**config.mk**
```make
export PLATFORM = sky130hd
export DESIGN_NAME = pong_sound_engine_flat
export DESIGN_NICKNAME = d
export VERILOG_FILES = /design/src/rtl/pong_sound_engine_if.sv /design/src/rtl/pong_sound_engine.sv /design/src/flat_wrapper.sv
export SDC_FILE = /design/constraint.sdc
export NUM_CORES = 1
export LEC_CHECK = 0
export ABC_AREA = 1
export BUFFER_PORTS_ARGS = -buffer_cell sky130_fd_sc_hd__buf_2
export CORE_AREA = 3 3 79 81
export CTS_BUF_LIST = sky130_fd_sc_hd__clkbuf_8
export DETAILED_ROUTE_END_ITERATION = 10
export DIE_AREA = 0 0 82 84
export PLACE_DENSITY_LB_ADDON = 0.12
export SLEW_MARGIN = 30
export SYNTH_ARGS = -nofsm -noshare
export SYNTH_HDL_FRONTEND = slang
export SYNTH_SLANG_ARGS = --single-unit
export TNS_END_PERCENT = 50
```
**constraint.sdc**
```tcl
create_clock -name clk -period 2.2 [get_ports clk]
set_input_delay 0.11 -clock clk [delete_from_list [all_inputs] [get_ports clk]]
set_output_delay 0.11 -clock clk [all_outputs]
set_load 0.02 [all_outputs]
```
**src/rtl/pong_sound_engine_if.sv**
```systemverilog
// Signal bundle between the game logic and the sound engine.
//   bounce    : game-logic bounce code (0 none, 1 paddle, 2 wall, 3 ignored)
//   score_one : player one score
//   score_two : player two score
//   mute      : 1 forces the buzzer low, sequencing continues
//   buzzer    : registered square-wave drive
//   busy      : 1 while any tone sequence (including the score gap) is active
// master = game-logic side, slave = sound engine side.
interface pong_sound_engine_if;
  logic [1:0] bounce;
  logic [3:0] score_one;
  logic [3:0] score_two;
  logic       mute;
  logic       buzzer;
  logic       busy;

  modport master (
    output bounce, score_one, score_two, mute,
    input  buzzer, busy
  );

  modport slave (
    input  bounce, score_one, score_two, mute,
    output buzzer, busy
  );
endinterface

```
**src/rtl/pong_sound_engine.sv**
```systemverilog
// Pong sound engine: turns bounce codes and score changes into timed
// square-wave tone sequences on a single buzzer pin.
//   clk   : system clock
//   reset : asynchronous, active-low
//   sif   : pong_sound_engine_if.slave (bounce, score_one, score_two, mute in;
//           buzzer, busy out)
// Events: score change to a non-zero value (priority 3), bounce edge to paddle
// (2), bounce edge to wall (1). An event with priority >= the active one
// restarts the sequence; lower ones are dropped.
// Optional macro PONG_SOUND_QUEUE_EN: keeps the most recent dropped event in a
// one-entry slot and plays it once the engine returns to idle.
module pong_sound_engine #(
  parameter int unsigned PADDLE_HALF  = 6000,
  parameter int unsigned WALL_HALF    = 12000,
  parameter int unsigned SCORE_HALF_A = 9000,
  parameter int unsigned SCORE_HALF_B = 18000,
  parameter int unsigned TONE_LEN     = 600000,
  parameter int unsigned GAP_LEN      = 240000,
  parameter int unsigned SCORE_LEN    = 1800000,
  parameter int unsigned HALF_W       = 16,
  parameter int unsigned LEN_W        = 22
) (
  input  logic                 clk,
  input  logic                 reset,
  pong_sound_engine_if.slave   sif
);

  typedef enum logic [1:0] {
    ST_IDLE,
    ST_TONE,
    ST_GAP,
    ST_NOTE_B
  } state_e;

  localparam logic [1:0] PRI_NONE   = 2'd0;
  localparam logic [1:0] PRI_WALL   = 2'd1;
  localparam logic [1:0] PRI_PADDLE = 2'd2;
  localparam logic [1:0] PRI_SCORE  = 2'd3;

  localparam logic [HALF_W-1:0] PADDLE_HM1  = HALF_W'(PADDLE_HALF - 1);
  localparam logic [HALF_W-1:0] WALL_HM1    = HALF_W'(WALL_HALF - 1);
  localparam logic [HALF_W-1:0] SCORE_A_HM1 = HALF_W'(SCORE_HALF_A - 1);
  localparam logic [HALF_W-1:0] SCORE_B_HM1 = HALF_W'(SCORE_HALF_B - 1);
  localparam logic [LEN_W-1:0]  TONE_LM1    = LEN_W'(TONE_LEN - 1);
  localparam logic [LEN_W-1:0]  GAP_LM1     = LEN_W'(GAP_LEN - 1);
  localparam logic [LEN_W-1:0]  SCORE_LM1   = LEN_W'(SCORE_LEN - 1);

  state_e            state_q, state_d;
  logic [1:0]        cur_pri_q, cur_pri_d;
  logic [HALF_W-1:0] half_q, half_d;
  logic [LEN_W-1:0]  len_q, len_d;
  logic              tone_q, tone_d;
  logic              buzzer_q, buzzer_d;
  logic [1:0]        ev_pri_q, ev_pri_d;
  logic [1:0]        bounce_prev_q;
  logic [3:0]        score_one_prev_q, score_two_prev_q;
  logic [HALF_W-1:0] half_lim;
  logic [LEN_W-1:0]  len_lim;
  logic [1:0]        start_pri;
`ifdef PONG_SOUND_QUEUE_EN
  logic [1:0]        pend_q, pend_d;
`endif

  // Score history is sampled on every clock, including while reset is low,
  // so scores held through reset never look like a change on release.
  always_ff @(posedge clk) begin
    score_one_prev_q <= sif.score_one;
    score_two_prev_q <= sif.score_two;
  end

  // Event detect; only the highest-priority event of a cycle survives.
  always_comb begin
    ev_pri_d = PRI_NONE;
    if ((sif.score_one != score_one_prev_q && sif.score_one != '0) ||
        (sif.score_two != score_two_prev_q && sif.score_two != '0)) begin
      ev_pri_d = PRI_SCORE;
    end else if (sif.bounce == 2'd1 && bounce_prev_q != 2'd1) begin
      ev_pri_d = PRI_PADDLE;
    end else if (sif.bounce == 2'd2 && bounce_prev_q != 2'd2) begin
      ev_pri_d = PRI_WALL;
    end
  end

  // Half-period and duration limits follow from state and active priority.
  always_comb begin
    half_lim = WALL_HM1;
    if (state_q == ST_NOTE_B)          half_lim = SCORE_B_HM1;
    else if (cur_pri_q == PRI_SCORE)   half_lim = SCORE_A_HM1;
    else if (cur_pri_q == PRI_PADDLE)  half_lim = PADDLE_HM1;

    len_lim = TONE_LM1;
    if (state_q == ST_NOTE_B)          len_lim = SCORE_LM1;
    else if (state_q == ST_GAP)        len_lim = GAP_LM1;
  end

  always_comb begin
    state_d   = state_q;
    cur_pri_d = cur_pri_q;
    half_d    = half_q;
    len_d     = len_q;
    tone_d    = tone_q;
    start_pri = PRI_NONE;
`ifdef PONG_SOUND_QUEUE_EN
    pend_d    = pend_q;
`endif

    case (state_q)
      ST_TONE, ST_NOTE_B: begin
        if (half_q == half_lim) begin
          half_d = '0;
          tone_d = ~tone_q;
        end else begin
          half_d = half_q + 1'b1;
        end
        len_d = len_q + 1'b1;
        if (len_q == len_lim) begin
          half_d = '0;
          len_d  = '0;
          tone_d = 1'b0;
          if (state_q == ST_TONE && cur_pri_q == PRI_SCORE) begin
            state_d = ST_GAP;
          end else begin
            state_d   = ST_IDLE;
            cur_pri_d = PRI_NONE;
          end
        end
      end
      ST_GAP: begin
        tone_d = 1'b0;
        len_d  = len_q + 1'b1;
        if (len_q == len_lim) begin
          len_d   = '0;
          state_d = ST_NOTE_B;
        end
      end
      default: begin
        tone_d = 1'b0;
      end
    endcase

    // cur_pri is 0 in idle, so any event starts from idle.
    if (ev_pri_q != PRI_NONE && ev_pri_q >= cur_pri_q) begin
      start_pri = ev_pri_q;
`ifdef PONG_SOUND_QUEUE_EN
      if (ev_pri_q >= pend_q) pend_d = PRI_NONE;
    end else if (ev_pri_q != PRI_NONE) begin
      pend_d = ev_pri_q;
    end else if (state_q == ST_IDLE && pend_q != PRI_NONE) begin
      start_pri = pend_q;
      pend_d    = PRI_NONE;
`endif
    end

    // A (re)start overrides the normal progression of this cycle.
    if (start_pri != PRI_NONE) begin
      state_d   = ST_TONE;
      cur_pri_d = start_pri;
      half_d    = '0;
      len_d     = '0;
      tone_d    = 1'b0;
    end

    buzzer_d = tone_d & ~sif.mute;
  end

  always_ff @(posedge clk or negedge reset) begin
    if (!reset) begin
      state_q       <= ST_IDLE;
      cur_pri_q     <= PRI_NONE;
      half_q        <= '0;
      len_q         <= '0;
      tone_q        <= 1'b0;
      buzzer_q      <= 1'b0;
      ev_pri_q      <= PRI_NONE;
      bounce_prev_q <= '0;
`ifdef PONG_SOUND_QUEUE_EN
      pend_q        <= PRI_NONE;
`endif
    end else begin
      state_q       <= state_d;
      cur_pri_q     <= cur_pri_d;
      half_q        <= half_d;
      len_q         <= len_d;
      tone_q        <= tone_d;
      buzzer_q      <= buzzer_d;
      ev_pri_q      <= ev_pri_d;
      bounce_prev_q <= sif.bounce;
`ifdef PONG_SOUND_QUEUE_EN
      pend_q        <= pend_d;
`endif
    end
  end

  assign sif.buzzer = buzzer_q;
  assign sif.busy   = (state_q != ST_IDLE);

endmodule
```
**src/flat_wrapper.sv**
```systemverilog
// flat-port wrapper written by rule: the top's interface ports become plain ports
module pong_sound_engine_flat 
#(
  parameter int unsigned PADDLE_HALF  = 6000,
  parameter int unsigned WALL_HALF    = 12000,
  parameter int unsigned SCORE_HALF_A = 9000,
  parameter int unsigned SCORE_HALF_B = 18000,
  parameter int unsigned TONE_LEN     = 600000,
  parameter int unsigned GAP_LEN      = 240000,
  parameter int unsigned SCORE_LEN    = 1800000,
  parameter int unsigned HALF_W       = 16,
  parameter int unsigned LEN_W        = 22
)
  (clk, reset, sif_bounce, sif_score_one, sif_score_two, sif_mute, sif_buzzer, sif_busy);
  pong_sound_engine_if sif_i ();
  input  logic clk;
  input  logic reset;
  input wire logic [$bits(sif_i.bounce)-1:0] sif_bounce;
  input wire logic [$bits(sif_i.score_one)-1:0] sif_score_one;
  input wire logic [$bits(sif_i.score_two)-1:0] sif_score_two;
  input wire logic [$bits(sif_i.mute)-1:0] sif_mute;
  output wire logic [$bits(sif_i.buzzer)-1:0] sif_buzzer;
  output wire logic [$bits(sif_i.busy)-1:0] sif_busy;
  assign sif_i.bounce = sif_bounce;
  assign sif_i.score_one = sif_score_one;
  assign sif_i.score_two = sif_score_two;
  assign sif_i.mute = sif_mute;
  assign sif_buzzer = sif_i.buzzer;
  assign sif_busy = sif_i.busy;
  pong_sound_engine #(.PADDLE_HALF(PADDLE_HALF), .WALL_HALF(WALL_HALF), .SCORE_HALF_A(SCORE_HALF_A), .SCORE_HALF_B(SCORE_HALF_B), .TONE_LEN(TONE_LEN), .GAP_LEN(GAP_LEN), .SCORE_LEN(SCORE_LEN), .HALF_W(HALF_W), .LEN_W(LEN_W)) u_core (.clk(clk), .reset(reset), .sif(sif_i));
endmodule
```
== After elaboration in Yosys (flattened, before gate mapping) ==
Index checks and enable logic that the tools add are counted.

* Add/subtract/negate cells: 2
* Magnitude comparators: 1
* Equality and inequality tests: 16
* Mux-type cells: 29
* Bitwise gates (word level): 3
* Reduce and logical (&&, ||, !) cells: 20

{| class="wikitable"
|+ Operators with widths
! operator !! count
|-
| $mux W16 || 6
|-
| $mux W22 || 4
|-
| $add A22 B1 Y22 const B || 1
|-
| $eq A22 B22 Y1 || 1
|-
| $mux W2 || 11
|-
| $mux W20 || 1
|-
| $add A16 B1 Y16 const B || 1
|-
| $eq A16 B16 Y1 || 1
|-
| $mux W14 || 1
|-
| $reduce_bool A2 Y1 || 6
|-
| $eq A2 B2 Y1 const B || 5
|-
| $ne A4 B4 Y1 || 2
|-
| $reduce_bool A4 Y1 || 2
|-
| $logic_and A1 B1 Y1 || 6
|-
| $reduce_and A3 Y1 || 2
|-
| $mux W1 || 5
|-
| $eq A2 B1 Y1 const B || 2
|-
| $ne A2 B2 Y1 const B || 2
|-
| $pmux W2 S2 || 1
|-
| $ne A3 B1 Y1 const B || 1
|-
| $ne A3 B3 Y1 const B || 1
|-
| $reduce_bool A3 Y1 || 1
|-
| $reduce_or A3 Y1 || 1
|-
| $ge A2 B2 Y1 || 1
|-
| other kinds (5) || 6
|}

* Bits in registers: 56
* Bits of input ports: 13
* Output and inout bits: 2

== Depth between registers and ports, before layout ==
Gate-level depths: netlist of the first run.

* Word-level depth: 10
* Gate-level depth with buffers: 12
* Gate-level depth less buffers: 12

== Worst setup path before layout of the first run ==
No wires, ideal clock.

* Path kind: register to register
* From: register u_core.cur_pri_q[1]
* To: register u_core.half_q[5]
* Arrival: 1.772 ns
* Data required time: 2.122 ns
* Setup slack: 0.351 ns
* Cell stages (with the launch flop): 11
* Path buffers: 1
* Period minus slack after synthesis: 1.849 ns
* Path through: dfrtp_1 inv_1 ha_1 o21ai_0 nand2_1 o21ai_2 nand2_1 clkbuf_1 nand2_1 xor2_1 a21oi_1

* Word-level cells in the longest chain between the ends: 9

{| class="wikitable"
|+ RTL lines
! what !! RTL line !! RTL
|-
| from (decl) || pong_sound_engine.sv:49 || <nowiki>logic [1:0] cur_pri_q, cur_pri_d;</nowiki>
|-
| from (signal assigned) || pong_sound_engine.sv:181 || <nowiki>cur_pri_q <= cur_pri_d;</nowiki>
|-
| $eq A2 B2 Y1 || pong_sound_engine.sv:89 || <nowiki>else if (cur_pri_q == PRI_PADDLE) half_lim = PADDLE_HM1;</nowiki>
|-
| $mux W14 || pong_sound_engine.sv:89 ||
|-
| $mux W16 || pong_sound_engine.sv:88 || <nowiki>else if (cur_pri_q == PRI_SCORE) half_lim = SCORE_A_HM1;</nowiki>
|-
| $mux W16 || pong_sound_engine.sv:87 || <nowiki>if (state_q == ST_NOTE_B) half_lim = SCORE_B_HM1;</nowiki>
|-
| $eq A16 B16 Y1 || pong_sound_engine.sv:109 || <nowiki>if (half_q == half_lim) begin</nowiki>
|-
| $mux W16 || pong_sound_engine.sv:109 ||
|-
| $mux W16 || pong_sound_engine.sv:116 || <nowiki>if (len_q == len_lim) begin</nowiki>
|-
| $mux W16 || pong_sound_engine.sv:107 || <nowiki>case (state_q)</nowiki>
|-
| $mux W16 || pong_sound_engine.sv:155 || <nowiki>if (start_pri != PRI_NONE) begin</nowiki>
|-
| to (signal assigned) || pong_sound_engine.sv:182 || <nowiki>half_q <= half_d;</nowiki>
|-
| to (decl) || pong_sound_engine.sv:50 || <nowiki>logic [HALF_W-1:0] half_q, half_d;</nowiki>
|}

Parallel ways exist; a longest one is shown, timed or not. The select of a mux whose other input is x is not followed.
A chain may end at the register's enable or synchronous reset.

== Final worst setup path of the first run ==
* From: register u_core.cur_pri_q[0]
* To: register u_core.len_q[14]

* Word-level cells in the longest chain between the ends: 5

{| class="wikitable"
|+ RTL lines
! what !! RTL line !! RTL
|-
| $ge A2 B2 Y1 (*) || pong_sound_engine.sv:142 || <nowiki>if (ev_pri_q != PRI_NONE && ev_pri_q >= cur_pri_q) begin</nowiki>
|-
| $logic_and A1 B1 Y1 (*) || pong_sound_engine.sv:142 ||
|-
| $mux W2 (*) || pong_sound_engine.sv:142 ||
|-
| $reduce_bool A2 Y1 (*) || pong_sound_engine.sv:155 ||
|-
| $mux W22 / $reduce_bool A2 Y1 (equally long branches) || n/a ||
|-
| to (signal assigned) || pong_sound_engine.sv:183 || <nowiki>len_q <= len_d;</nowiki>
|-
| to (decl) || pong_sound_engine.sv:51 || <nowiki>logic [LEN_W-1:0] len_q, len_d;</nowiki>
|}

Every way passes the cells marked *; elsewhere a longest branch is shown, timed or not.

==> out/qor.txt, run 1 <==
=====================================================================================
Cell with the biggest individual delay on the critical path              sky130_fd_sc_hd__dfrtp_1
Most frequent standard cell in the layout excluding fill and tap cells   sky130_fd_sc_hd__nand2_1
Data arrival at the endpoint of the critical path                             2.26 ns
Average routed wire per standard cell                                        13.56 um
Number of buffers and inverters on the critical path                                2
Post-synthesis share of cell area spent on xor and xnor gates                  8.673%
Clock buffers created by TritonCTS                                                  5
Via count of the first global-routing pass                                       3002
Part of the total power dissipated in sequential elements                       46.3%
Weighted congestion at the end of routability-driven global placement          0.9148
Worst-path clk slew                                                           0.12 ns
HPWL reported at the end of detailed placement                               5.812 mm
CTS H-tree depth                                                                    2
Netlist area before placement                                               3535 um^2
F_max                                                                       492.2 MHz
Net Sw Frac                                                                    36.67%
Chip height                                                                     84 um
Post-synth net total                                                              527
Core Rows                                                                          27
Share of cells above drive strength 1                                          8.349%
Number of antenna violations at the first check in global routing                   0
Combinational family with the most area after synthesis                  simple AND/OR/NAND/NOR gates
Power share of the combinational group                                          28.1%
Worst hold margin                                                           0.3020 ns
Wire length of the first global-routing pass                                 14.06 mm
Number of detailed-routing iterations run before antenna repair                     5
Mean instance size in the synthesized netlist                              6.931 um^2
Total I/O pin count                                                                15
Pin count of the biggest net entering global routing                               43
Post-detailed-routing wire length                                            8.284 mm
Top cell type's share of synthesized area                                      33.98%
Post-route setup TNS                                                             0 ns
Drt first-iter violations                                                         221
Total number of vias                                                             3374
Max-slew headroom at the worst pin                                             64.74%
Clock Skews                                                                0.01159 ns
CP Data Required Time                                                         2.43 ns
Area of the core                                                            5540 um^2
Yosys Warn Count                                                                    0
Mux contribution to synthesized area                                               0%
Die extent in x                                                                 82 um
Clock latency on the worst-skew pair                                          0.32 ns
Power Internal                                                             0.001537 W
Number of slew-limit violations in the final report                                 0
Leak Pwr                                                                     1.892 nW
Result of the run                                                        complete, no violations
Root buffer cell                                                         sky130_fd_sc_hd__clkbuf_8
Post-placement cell area                                                    3680 um^2
Area of the die                                                             6888 um^2
Max Cap Viol                                                                        0
Critical Path Start Type                                                     register
Final core utilization                                                         70.82%
Delay of the slowest critical-path stage                                      0.45 ns
Type of element capturing the critical path                                  register
Total overflow reported by the global router                                        0
IR Drop Worst-Case VDD                                                       446.8 uV
Initial core utilization                                                       63.80%
Leading post-synthesis cells by cell area                                sky130_fd_sc_hd__dfrtp_1 34%, sky130_fd_sc_hd__nand2_1 17%, sky130_fd_sc_hd__nor2_1 6.6%
Clock buffer depth                                                                  2
Top delay family on crit path                                            simple AND/OR/NAND/NOR gates
Post-synthesis adder-cell area fraction                                        1.416%
Hold Vio Cnt, Final                                                                 0
Yosys top cell by area                                                   sky130_fd_sc_hd__dfrtp_1
Number of synthesized flops with an enable pin                                      0
Largest driver fanout on the critical path                                         11
Path category of the worst min-delay check                                in -> async
Share of the synthesized area in compound gates (AO/OA/AOI/OAI)                6.619%
Total global-route track usage                                                 25.62%
Area of all placed cells without fillers                                    3924 um^2
Antenna violation net count after detailed routing                                  0
# Post-CTS Setup Buffers                                                            0
Count of inserted antenna diode cells                                               0
Portion of the post-synthesis area used by sequential elements                 38.51%
Critical path, cell by cell                                              ha_1, o21ai_0, nand2_1, o21ai_2, nand2_4, buf_4, nand2_4, inv_2, nor3_1
Area growth from synthesis to layout                                           11.01%
Number of port buffers                                                             14
Total of endpoints with negative setup slack in the final report                    0
Clock share of power                                                            25.6%
Shortest clock period the worst path allows after layout                     2.032 ns
RSZ-0062 raised after global routing                                            false
Leading cell types in the layout, fill and taps excluded                 158 x sky130_fd_sc_hd__nand2_1, 61 x sky130_fd_sc_hd__nor2_1, 60 x sky130_fd_sc_hd__inv_1
Fraction of the mapped netlist area in simple logic gates                      36.07%
Cell count after synthesis                                                        510
Clock tree from TritonCTS                                                        done
Post-synthesis sequential element count                                            56
Part of the cycle the worst path needs                                         92.36%
CTS Sinks                                                                          56
Slew at the pin closest to its max-slew limit                               0.5289 ns
Final-stage net count                                                             555
Fraction of synthesis flops using an asynchronous set or reset pin             85.71%
DRC Markers                                                                         0
Critical path start-end classification                                     reg -> reg
CP dominant cell by count                                                sky130_fd_sc_hd__nand2_4
Unique masters post-synth                                                          32
Synth Flop Type                                                          sky130_fd_sc_hd__dfrtp_1
Via density                                                                     5.522
Net switching component of the power                                      0.0008899 W
Pwr/cell area                                                            618.5 nW/um^2
=====================================================================================
-- repair_timing --
| action | CTS | global route |
|---|---|---|
| hold endpoints to repair | 52 | 0 |
| setup endpoints to repair | 0 | 21 |
| resized for setup | 0 | 7 |
| hold buffers | 12 | 0 |
-- worst register-to-register path, stage by stage (launching register included) --
cell and delay (ns):
sky130_fd_sc_hd__dfrtp_1 0.45, sky130_fd_sc_hd__ha_1 0.28, sky130_fd_sc_hd__o21ai_0 0.16, sky130_fd_sc_hd__nand2_1 0.11, sky130_fd_sc_hd__o21ai_2 0.16, sky130_fd_sc_hd__nand2_4 0.17
sky130_fd_sc_hd__buf_4 0.22, sky130_fd_sc_hd__nand2_4 0.14, sky130_fd_sc_hd__inv_2 0.10, sky130_fd_sc_hd__nor3_1 0.16
-- final timing paths --
path / from / end / slack (ns) / cells past startpoint
worst min register to register: u_core.len_q[1] / u_core.len_q[1] / 0.55 / 2
worst max-delay path: u_core.cur_pri_q[0] / u_core.len_q[14] / 0.17 / 9
worst min-delay path: reset / u_core.half_q[13] / 0.30 / 2
min in group clk: sif_bounce[1] / u_core.bounce_prev_q[1] / 0.46 / 2
worst max register to register: u_core.cur_pri_q[0] / u_core.len_q[14] / 0.17 / 9
max in group asynchronous: reset / u_core.half_q[8] / 1.40 / 3
-- flip-flops by register name (all words and copies together) (netlist names) --
name                     flops
u_core.len_q                22
u_core.half_q               16
u_core.score_one_prev_q      4
u_core.score_two_prev_q      4
u_core.bounce_prev_q         2
u_core.cur_pri_q             2
u_core.ev_pri_q              2
u_core.state_q               2
u_core.sif.buzzer            1
u_core.tone_q                1
-- synthesized netlist by cell type (all sizes together), types with 8 or more instances --
| cell type | instances |
|---|---|
| a21oi | 11 |
| nor2 | 63 |
| buf | 8 |
| xnor2 | 10 |
| nand4 | 12 |
| nand3 | 43 |
| nor3 | 15 |
| o21ai | 18 |
| inv | 63 |
| dfrtp | 48 |
| xor2 | 25 |
| dfxtp | 8 |
| nand2 | 165 |
-- power groups by stage --
stage | clock network, W | logic (W) | registers, W
after floorplan | 0 | 0.000477 | 0.00113
after global placement | 0 | 0.000614 | 0.00114
after detailed placement | 0 | 0.000627 | 0.00114
after CTS | 0.000640 | 0.000650 | 0.00112
after global routing | 0.000681 | 0.000761 | 0.00113
final | 0.000621 | 0.000682 | 0.00112
-- routing by layer --
| metal | GRT usage [%] | part of all wire [%] | up-vias |
|---|---|---|---|
| li1 | - | - | 1668 |
| met1 | 38.51 | 47 | 1549 |
| met2 | 38.50 | 45 | 143 |
| met3 | 4.428 | 6.1 | 14 |
| met4 | 4.985 | 1.3 | 0 |
| met5 | 0 | 0 | - |
-- metrics by stage --
step,power (W),std cells,setup slack (ns)
after floorplan,0.001604,510,0.3508
after global placement,0.001754,591,0.1588
after detailed placement,0.001769,591,0.1291
after CTS,0.002412,611,0.09180
after global routing,0.002574,611,0.01847
final,0.002427,611,0.1681
-- cells by family (layout without fill, tap and decap cells) --
kind of cell    count (synthesis)  after routing
xor+xnor                       35             35
buf+inv                        76            105
compound gates                 40             40
fa+ha+maj                       4              4
flops                          56             56
simple gates                  299            299
-- area by class of cell --
| cell class | count | area (um^2) |
|---|---|---|
| multi-input cells | 378 | 1883 |
| fillers | 467 | 1617 |
| flip-flops and latches | 56 | 1361 |
| repair buffers | 33 | 249.0 |
| inverters | 64 | 242.7 |
| well taps | 72 | 90.09 |
| clock buffers | 5 | 68.82 |
| clock inverters | 3 | 28.78 |
(Power assumes the default switching activity.)
==> run 2: changes to the inputs <==
- SETUP_SLACK_MARGIN: unset -> 0.5
==> run 2 against run 1 <==
  * Cell area increased by 17%
  * Critical endpoint is now u_core.len_q[18]
  * Clock power increased by 11%
  * Largest power group unchanged
  * First-iteration DRC count increased by 130%
  * Total power increased by 20%
  * Clock skew decreased by 0.0050 ns
  * Die area unchanged
  * Critical path depth decreased by 2
  * Hold slack improved by 0.098 ns
  * Sequential cell count unchanged
==> out/qor.txt, run 2 (same netlist as run 1, synthesis figures left out) <==
=====================================================================================
Cell with the biggest individual delay on the critical path              sky130_fd_sc_hd__dfrtp_1
Pin count of the biggest net entering global routing                               49
Number of buffers and inverters on the critical path                                0
Clock share of power                                                            23.8%
Post-detailed-routing wire length                                            10.84 mm
DRC Markers                                                                         0
Path category of the worst min-delay check                                in -> async
Final-stage net count                                                             586
IR Drop Worst-Case VDD                                                       601.3 uV
Via count of the first global-routing pass                                       3283
Worst flop-to-flop path endpoint                                         u_core.len_q[18]
Clock buffer depth                                                                  2
Result of the run                                                        complete, no violations
Root buffer cell                                                         sky130_fd_sc_hd__clkbuf_8
Number of slew-limit violations in the final report                                 0
Share of cells above drive strength 1                                          25.26%
Total global-route track usage                                                 28.53%
Total I/O pin count                                                                15
Wire length of the first global-routing pass                                 15.36 mm
Shortest clock period the worst path allows after layout                     1.879 ns
Die extent in x                                                                 82 um
Part of the total power dissipated in sequential elements                       39.0%
Critical path start-end classification                                     reg -> reg
Critical path, cell by cell                                              nand2_1, nor3_1, nand2_1, nor3_1, nand3_1, nand4_1, nand2_1
Area of the core                                                            5540 um^2
RSZ-0062 raised after global routing                                             true
Clock Skews                                                               0.006593 ns
CP dominant cell by count                                                sky130_fd_sc_hd__nand2_1
Leading cell types in the layout, fill and taps excluded                 141 x sky130_fd_sc_hd__nand2_1, 54 x sky130_fd_sc_hd__inv_1, 47 x sky130_fd_sc_hd__nor2_1
Leak Pwr                                                                     2.078 nW
Clock buffers created by TritonCTS                                                  5
Top delay family on crit path                                            simple AND/OR/NAND/NOR gates
Final core utilization                                                         83.04%
Delay of the slowest critical-path stage                                      0.47 ns
Worst-path clk slew                                                           0.10 ns
Data arrival at the endpoint of the critical path                             2.09 ns
Largest driver fanout on the critical path                                          6
Area growth from synthesis to layout                                           30.16%
Max Cap Viol                                                                        0
Power Internal                                                             0.001836 W
Flop-to-flop setup slack                                                      0.32 ns
Count of inserted antenna diode cells                                               0
Clock latency on the worst-skew pair                                          0.32 ns
CTS Sinks                                                                          56
Net switching component of the power                                       0.001074 W
Max-slew headroom at the worst pin                                             58.90%
R2r worst-path depth                                                                7
Type of element capturing the critical path                                  register
Weighted congestion at the end of routability-driven global placement          0.9501
Top flop regs                                                            u_core.len_q x22, u_core.half_q x16
Slew at the pin closest to its max-slew limit                               0.6165 ns
Critical Path Start Type                                                     register
Total overflow reported by the global router                                        0
Number of detailed-routing iterations run before antenna repair                     6
Initial core utilization                                                       63.80%
Average routed wire per standard cell                                        16.89 um
CP Data Required Time                                                         2.41 ns
Total of endpoints with negative setup slack in the final report                    0
Antenna violation net count after detailed routing                                  0
Power share of the combinational group                                          37.2%
Max reg flops                                                                      22
HPWL reported at the end of detailed placement                               5.999 mm
CTS H-tree depth                                                                    2
Part of the cycle the worst path needs                                         85.43%
Clock tree from TritonCTS                                                        done
Number of antenna violations at the first check in global routing                   0
Chip height                                                                     84 um
Hold Vio Cnt, Final                                                                 0
Worst hold margin                                                           0.4000 ns
Drt first-iter violations                                                         499
Net Sw Frac                                                                    36.90%
Area of the die                                                             6888 um^2
Beginning of the worst register-to-register path                         u_core.len_q[4]
Most flop-heavy register                                                 u_core.len_q
Pwr/cell area                                                            632.4 nW/um^2
Most frequent standard cell in the layout excluding fill and tap cells   sky130_fd_sc_hd__nand2_1
Core Rows                                                                          27
F_max                                                                       532.1 MHz
Via density                                                                     5.922
Total number of vias                                                             3802
Post-route setup TNS                                                             0 ns
Number of port buffers                                                             14
=====================================================================================
run 2: final cells by class:
| class | count | area (um^2) |
|---|---|---|
| Sequential cell | 56 | 1366 |
| Tap cell | 72 | 90.09 |
| Clock buffer | 5 | 68.82 |
| Clock inverter | 3 | 42.54 |
| Multi-Input combinational cell | 378 | 2242 |
| Fill cell | 327 | 939.7 |
| Inverter | 64 | 265.3 |
| Timing Repair Buffer | 64 | 525.5 |
run 2: worst max path at each step:
stage                                    from                end  cells past startpoint
final                         u_core.len_q[4]   u_core.len_q[18]                      7
after global routing          u_core.len_q[4]   u_core.len_q[18]                      7
after CTS                  u_core.ev_pri_q[0]   u_core.len_q[14]                     10
after detailed placement  u_core.cur_pri_q[1]  u_core.half_q[10]                     10
after global placement    u_core.cur_pri_q[1]  u_core.half_q[11]                     10
after floorplan           u_core.cur_pri_q[1]   u_core.half_q[5]                     10
run 2: routing by layer:
layer  wire, um  GRT usage, %  vias up  part of all wire, %
li1           -             -     1721                    -
met1       4157         40.21     1741                   38
met4        524         9.668        0                  4.8
met3       1060         4.536       77                  9.8
met2       5101         44.01      263                   47
met5          0             0        -                    0
run 2: worst min-delay path, delay by kind of cell:
family | cells | cell delay, ns
buffers and inverters | 3 | 1.09
run 2: power groups by stage:
stage / combinational (W) / sequential, W / clock, W
finish: 0.00108 / 0.00114 / 0.000692
detailed placement: 0.000623 / 0.00115 / 0
global placement: 0.000613 / 0.00114 / 0
floorplan: 0.000493 / 0.00113 / 0
global route: 0.00117 / 0.00114 / 0.000740
CTS: 0.000788 / 0.00113 / 0.000692
run 2: stage by stage:
stage | cell area, um^2 | total power, W | setup slack [ns] | cells
4_1_cts | 4200 | 0.002607 | 0.4598 | 631
3_3_place_gp | 3680 | 0.001758 | 0.2524 | 589
3_5_place_dp | 3680 | 0.001771 | 0.1601 | 589
5_1_grt | 4601 | 0.003047 | 0.2905 | 642
6_report | 4601 | 0.002909 | 0.3205 | 642
2_1_floorplan | 3566 | 0.001620 | 0.5062 | 510
run 2: timing repair:
action,CTS,global route
setup endpoints to repair,44,44
hold endpoints to repair,59,0
pin swaps,6,33
buffers inserted,22,11
gates resized for setup,32,85
hold buffers,12,0
